==> config.mk <==
export PLATFORM = sky130hd
export DESIGN_NAME = rggen_apb_bridge
export DESIGN_NICKNAME = d
export VERILOG_FILES = /design/src/rtl/rggen_apb_bridge.sv
export SDC_FILE = /design/constraint.sdc
export NUM_CORES = 1
export LEC_CHECK = 0
export BUFFER_PORTS_ARGS = -buffer_cell sky130_fd_sc_hd__clkbuf_2
export CORE_ASPECT_RATIO = 1.5
export CORE_UTILIZATION = 41
export CTS_CLUSTER_DIAMETER = 100
export DETAILED_ROUTE_END_ITERATION = 7
export MAX_ROUTING_LAYER = met4
export PLACE_DENSITY_LB_ADDON = 0.08
export SLEW_MARGIN = 20
export SYNTH_ARGS = -nofsm -noshare
export SYNTH_HDL_FRONTEND = slang
export SYNTH_SLANG_ARGS = --single-unit
==> constraint.sdc <==
create_clock -name i_clk -period 2.6 [get_ports i_clk]
set_input_delay 0.39 -clock i_clk [delete_from_list [all_inputs] [get_ports i_clk]]
set_output_delay 0.39 -clock i_clk [all_outputs]
set_load 0.005 [all_outputs]
==> src/rtl/rggen_apb_bridge.sv <==
// rggen_apb_bridge: converts a valid/ready register request into one APB4 transfer with optional access timeout.
//   i_clk, i_rst                      clock, asynchronous active-high reset
//   i_valid, i_address, i_write,
//   i_write_data, i_strobe            request (held stable until o_ready)
//   o_ready, o_read_data, o_status    one-cycle response (00 OKAY, 10 SLAVE_ERROR, 11 timeout)
//   o_psel, o_penable, o_pwrite,
//   o_paddr, o_pprot, o_pstrb,
//   o_pwdata                          APB requester outputs (all registered)
//   i_pready, i_pslverr, i_prdata     APB completer response, sampled only in ACCESS
module rggen_apb_bridge #(
    parameter int         ADDRESS_WIDTH = 8,
    parameter int         BUS_WIDTH     = 32,
    parameter int         TIMEOUT       = 0,
    parameter logic [2:0] PPROT         = 3'b000
) (
    input  logic                       i_clk,
    input  logic                       i_rst,
    input  logic                       i_valid,
    input  logic [ADDRESS_WIDTH-1:0]   i_address,
    input  logic                       i_write,
    input  logic [BUS_WIDTH-1:0]       i_write_data,
    input  logic [BUS_WIDTH/8-1:0]     i_strobe,
    output logic                       o_ready,
    output logic [BUS_WIDTH-1:0]       o_read_data,
    output logic [1:0]                 o_status,
    output logic                       o_psel,
    output logic                       o_penable,
    output logic                       o_pwrite,
    output logic [ADDRESS_WIDTH-1:0]   o_paddr,
    output logic [2:0]                 o_pprot,
    output logic [BUS_WIDTH/8-1:0]     o_pstrb,
    output logic [BUS_WIDTH-1:0]       o_pwdata,
    input  logic                       i_pready,
    input  logic                       i_pslverr,
    input  logic [BUS_WIDTH-1:0]       i_prdata
);
    localparam int SW = BUS_WIDTH / 8;
    localparam int LSB = $clog2(SW);
    localparam logic [ADDRESS_WIDTH-1:0] AMASK = ~ADDRESS_WIDTH'((1 << LSB) - 1);
    localparam int CW = (TIMEOUT > 0) ? $clog2(TIMEOUT + 1) : 1;
    localparam logic [CW-1:0] LAST = CW'((TIMEOUT > 0) ? TIMEOUT - 1 : 0);

    typedef enum logic [1:0] {IDLE, SETUP, ACCESS, RESPONSE} state_t;

    state_t                     state_q, state_d;
    logic                       psel_q, psel_d;
    logic                       penable_q, penable_d;
    logic                       pwrite_q, pwrite_d;
    logic [ADDRESS_WIDTH-1:0]   paddr_q, paddr_d;
    logic [2:0]                 pprot_q, pprot_d;
    logic [SW-1:0]              pstrb_q, pstrb_d;
    logic [BUS_WIDTH-1:0]       pwdata_q, pwdata_d;
    logic                       ready_q, ready_d;
    logic [BUS_WIDTH-1:0]       rdata_q, rdata_d;
    logic [1:0]                 status_q, status_d;
    logic [CW-1:0]              cnt_q, cnt_d;

    always_comb begin
        state_d   = state_q;
        psel_d    = 1'b0;
        penable_d = 1'b0;
        ready_d   = 1'b0;
        pwrite_d  = pwrite_q;
        paddr_d   = paddr_q;
        pprot_d   = pprot_q;
        pstrb_d   = pstrb_q;
        pwdata_d  = pwdata_q;
        rdata_d   = rdata_q;
        status_d  = status_q;
        cnt_d     = cnt_q;
        case (state_q)
            IDLE: begin
                // RESPONSE always passes through IDLE, so a request still held
                // during o_ready can never be accepted twice.
                if (i_valid) begin
                    state_d  = SETUP;
                    psel_d   = 1'b1;
                    pwrite_d = i_write;
                    paddr_d  = i_address & AMASK;
                    pprot_d  = PPROT;
                    pstrb_d  = i_write ? i_strobe : '0;
                    pwdata_d = i_write ? i_write_data : '0;
                    cnt_d    = '0;
                end
            end
            SETUP: begin
                state_d   = ACCESS;
                psel_d    = 1'b1;
                penable_d = 1'b1;
            end
            ACCESS: begin
                if (i_pready) begin
                    state_d  = RESPONSE;
                    ready_d  = 1'b1;
                    rdata_d  = pwrite_q ? '0 : i_prdata;
                    status_d = i_pslverr ? 2'b10 : 2'b00;
                end else if (TIMEOUT > 0 && cnt_q == LAST) begin
                    // Abort mid-transfer; the completer sees PSEL drop without PREADY.
                    state_d  = RESPONSE;
                    ready_d  = 1'b1;
                    rdata_d  = '0;
                    status_d = 2'b11;
                end else begin
                    psel_d    = 1'b1;
                    penable_d = 1'b1;
                    cnt_d     = cnt_q + CW'(1);
                end
            end
            RESPONSE: state_d = IDLE;
            default:  state_d = IDLE;
        endcase
    end

    always_ff @(posedge i_clk or posedge i_rst) begin
        if (i_rst) begin
            state_q   <= IDLE;
            psel_q    <= 1'b0;
            penable_q <= 1'b0;
            pwrite_q  <= 1'b0;
            paddr_q   <= '0;
            pprot_q   <= '0;
            pstrb_q   <= '0;
            pwdata_q  <= '0;
            ready_q   <= 1'b0;
            rdata_q   <= '0;
            status_q  <= '0;
            cnt_q     <= '0;
        end else begin
            state_q   <= state_d;
            psel_q    <= psel_d;
            penable_q <= penable_d;
            pwrite_q  <= pwrite_d;
            paddr_q   <= paddr_d;
            pprot_q   <= pprot_d;
            pstrb_q   <= pstrb_d;
            pwdata_q  <= pwdata_d;
            ready_q   <= ready_d;
            rdata_q   <= rdata_d;
            status_q  <= status_d;
            cnt_q     <= cnt_d;
        end
    end

    assign o_psel      = psel_q;
    assign o_penable   = penable_q;
    assign o_pwrite    = pwrite_q;
    assign o_paddr     = paddr_q;
    assign o_pprot     = pprot_q;
    assign o_pstrb     = pstrb_q;
    assign o_pwdata    = pwdata_q;
    assign o_ready     = ready_q;
    assign o_read_data = rdata_q;
    assign o_status    = status_q;
endmodule

==> out/results.tsv <==
metric	value	unit
register area share after synthesis	60.7	%
vias in the first global route	2523	
starting density of the core	42.0	%
Die Height	113	um
area growth from synthesis to layout	34.0	%
Routability Congestion	0.724	
CP required	2800	ps
Mapped Cells	341	
die width	75.7	um
Synth cell types	19	
vias per cell	4.45	
critical path class	reg -> reg	
clock root buffer master	clkbuf_16	
Mapped Avg Cell Area	9.80	um^2
Power Dens Cells	1140	nW/um^2
vias post-DR	2681	
critical path startpoint category	flop	
DP Worst Slack	766	ps
num rows	40	
DRT Pass-1 Iters	4	
RSZ-0062 raised after global routing	false	
post-synth top area cell	dfrtp_1	
outcome	complete, no violations	
post-route antenna net violation count	0	
Worst-Margin Slew	737	ps
Core Area	7960	um^2
CTS Hold Buffers Added	0	
largest net degree at the start of global routing	46	
Critical Path End Type	flop	
Synth top area share	60.7	%
Seq. cell area	2030	um^2
grt total ovfl	0	
setup bufs post-CTS	0	
max-slew violation count	0	
Power, Total	5090	uW
Worst EP arrival	2020	ps
All-Layer GR Usage	18.1	%
DRC	0	
drt initial violations	133	
Post-Route WL	7030	um
multi-input logic area	1170	um^2
worst setup margin	774	ps
period utilization	70.2	%
Setup crit start	state_q[0]	
Final Hold Vio Count	0	
Ports	167	
Setup-failing EPs final	0	
proportion of layout cells with a drive suffix above 1	37.8	%
antenna violations before repair	0	
Placement Cell Area	4190	um^2
RR Startpoint	state_q[0]	
filler instances	756	
first-pass GRT wire length	11400	um
final instance area	4480	um^2
skew final	6.89	ps
CTS sink count	81	
worst skew pair latency	330	ps
Post-CTS Resized	0	
CTS Buffer Depth	2	
Max-cap violations	0	
#FFs+latches synth	81	
Post-Synthesis Cell Area	3340	um^2
hpwl dp	5060	um
Final nets	579	
clock-pin slew on the worst setup and hold paths	60	ps
f_max	548	MHz
Final min period	1830	ps
TritonCTS clock tree	yes	
Die Area	8520	um^2
n_diodes	0	
peak supply drop	0.000533	V
Max FO, Critical Path	36	
Num CTS Buffers	9	
wire per inst	11.7	um
type of the worst min-delay path	in -> async	
Worst slew margin	50.8	%
H-Tree Depth	3	
# port buffers	158	
ranking of synthesized cells by area	dfrtp_1, nand2_1, o21ai_0	
sum of negative setup slack	0	ps
Ys Warns	0	
P_leak	0.00240	uW
post-layout util	56.3	%
==> cell type report <==
| type | count | share of cell area (%) |
|---|---|---|
| well taps | 105 | 2.93 |
| repair buffers | 163 | 18.8 |
| clock inverters | 3 | 0.894 |
| inverters | 4 | 0.363 |
| multi-input cells | 233 | 26.2 |
| clock buffers | 13 | 5.59 |
| flip-flops and latches | 81 | 45.3 |
==> worst max-delay path: stages (launching register included) <==
cell and delay (ps):
dfrtp_1 410, inv_1 100, ha_1 220, nand2_2 410
buf_4 400, o21ai_0 140
==> layer usage <==
metal	part of all wire (%)	vias up	track usage, %
met3	7.2	13	4.49
met2	48	109	28.2
met1	43	1179	21.2
met4	2.1	0	9.38
li1	-	1380	-
met5	0	-	-
==> cells by family after synthesis <==
| kind of cell | Yosys count | share of synthesized area (%) |
|---|---|---|
| muxes | 9 | 3.03 |
| other | 1 | 0.112 |
| AOI/OAI and AO/OA | 70 | 10.6 |
| buffers and inverters | 32 | 4.91 |
| and+or+nand+nor | 143 | 18.8 |
| adders and majority gates | 5 | 1.87 |
| DFF | 81 | 60.7 |
==> worst paths after layout <==
| kind | endpoint | depth (start not counted) | slack, ps |
|---|---|---|---|
| worst min register to register | o_pstrb[0] | 2 | 480 |
| worst max register to register | o_pwdata[20] | 5 | 770 |
| worst max-delay path | o_pwdata[20] | 5 | 770 |
| min in group i_clk | o_pwdata[26] | 3 | 290 |
| worst min-delay path | o_pwdata[6] | 2 | 150 |
| max in group asynchronous | o_read_data[19] | 3 | 1800 |
==> through the flow <==
step,hold slack [ps],instances
5_1_grt,212,602
6_report,148,602
3_5_place_dp,470,586
4_1_cts,172,602
3_3_place_gp,462,586
2_1_floorplan,473,346
==> synth_stat cells <==
library cell / instances
nand2_2: 1
mux2_2: 9
buf_1: 2
a21oi_1: 1
buf_6: 1
buf_4: 6
dfrtp_1: 81
o32a_1: 1
nand2_1: 105
o21ai_0: 60
ha_1: 5
nor2b_1: 3
nor2_1: 2
conb_1: 1
clkbuf_1: 8
o21ai_1: 8
nand2b_1: 32
buf_2: 11
inv_1: 4
==> sequential cells by signal, summed over array words and instances (netlist names) <==
| signal | flops |
|---|---|
| o_psel | 1 |
| o_ready | 1 |
| o_paddr | 6 |
| o_read_data | 32 |
| o_status | 1 |
| o_pwrite | 1 |
| o_pstrb | 4 |
| o_pwdata | 32 |
| state_q | 2 |
| o_penable | 1 |
==> cells in the final DEF (no fill, tap or decap), drive strengths merged <==
| cell | instances |
|---|---|
| bufinv | 1 |
| clkinv | 3 |
| dfrtp | 81 |
| mux2 | 9 |
| clkbuf | 171 |
| ha | 5 |
| o32a | 1 |
| inv | 3 |
| a21oi | 1 |
| conb | 6 |
| nand2b | 32 |
| o21ai | 68 |
| buf | 5 |
| nand2 | 106 |
| nor2 | 2 |
| nor2b | 3 |
==> power breakdown <==
group	internal, uW	switching, uW
clock	767	455
combinational	847	846
sequential	1850	326
total	3460	1630
Power figures use the tool's default switching activity.
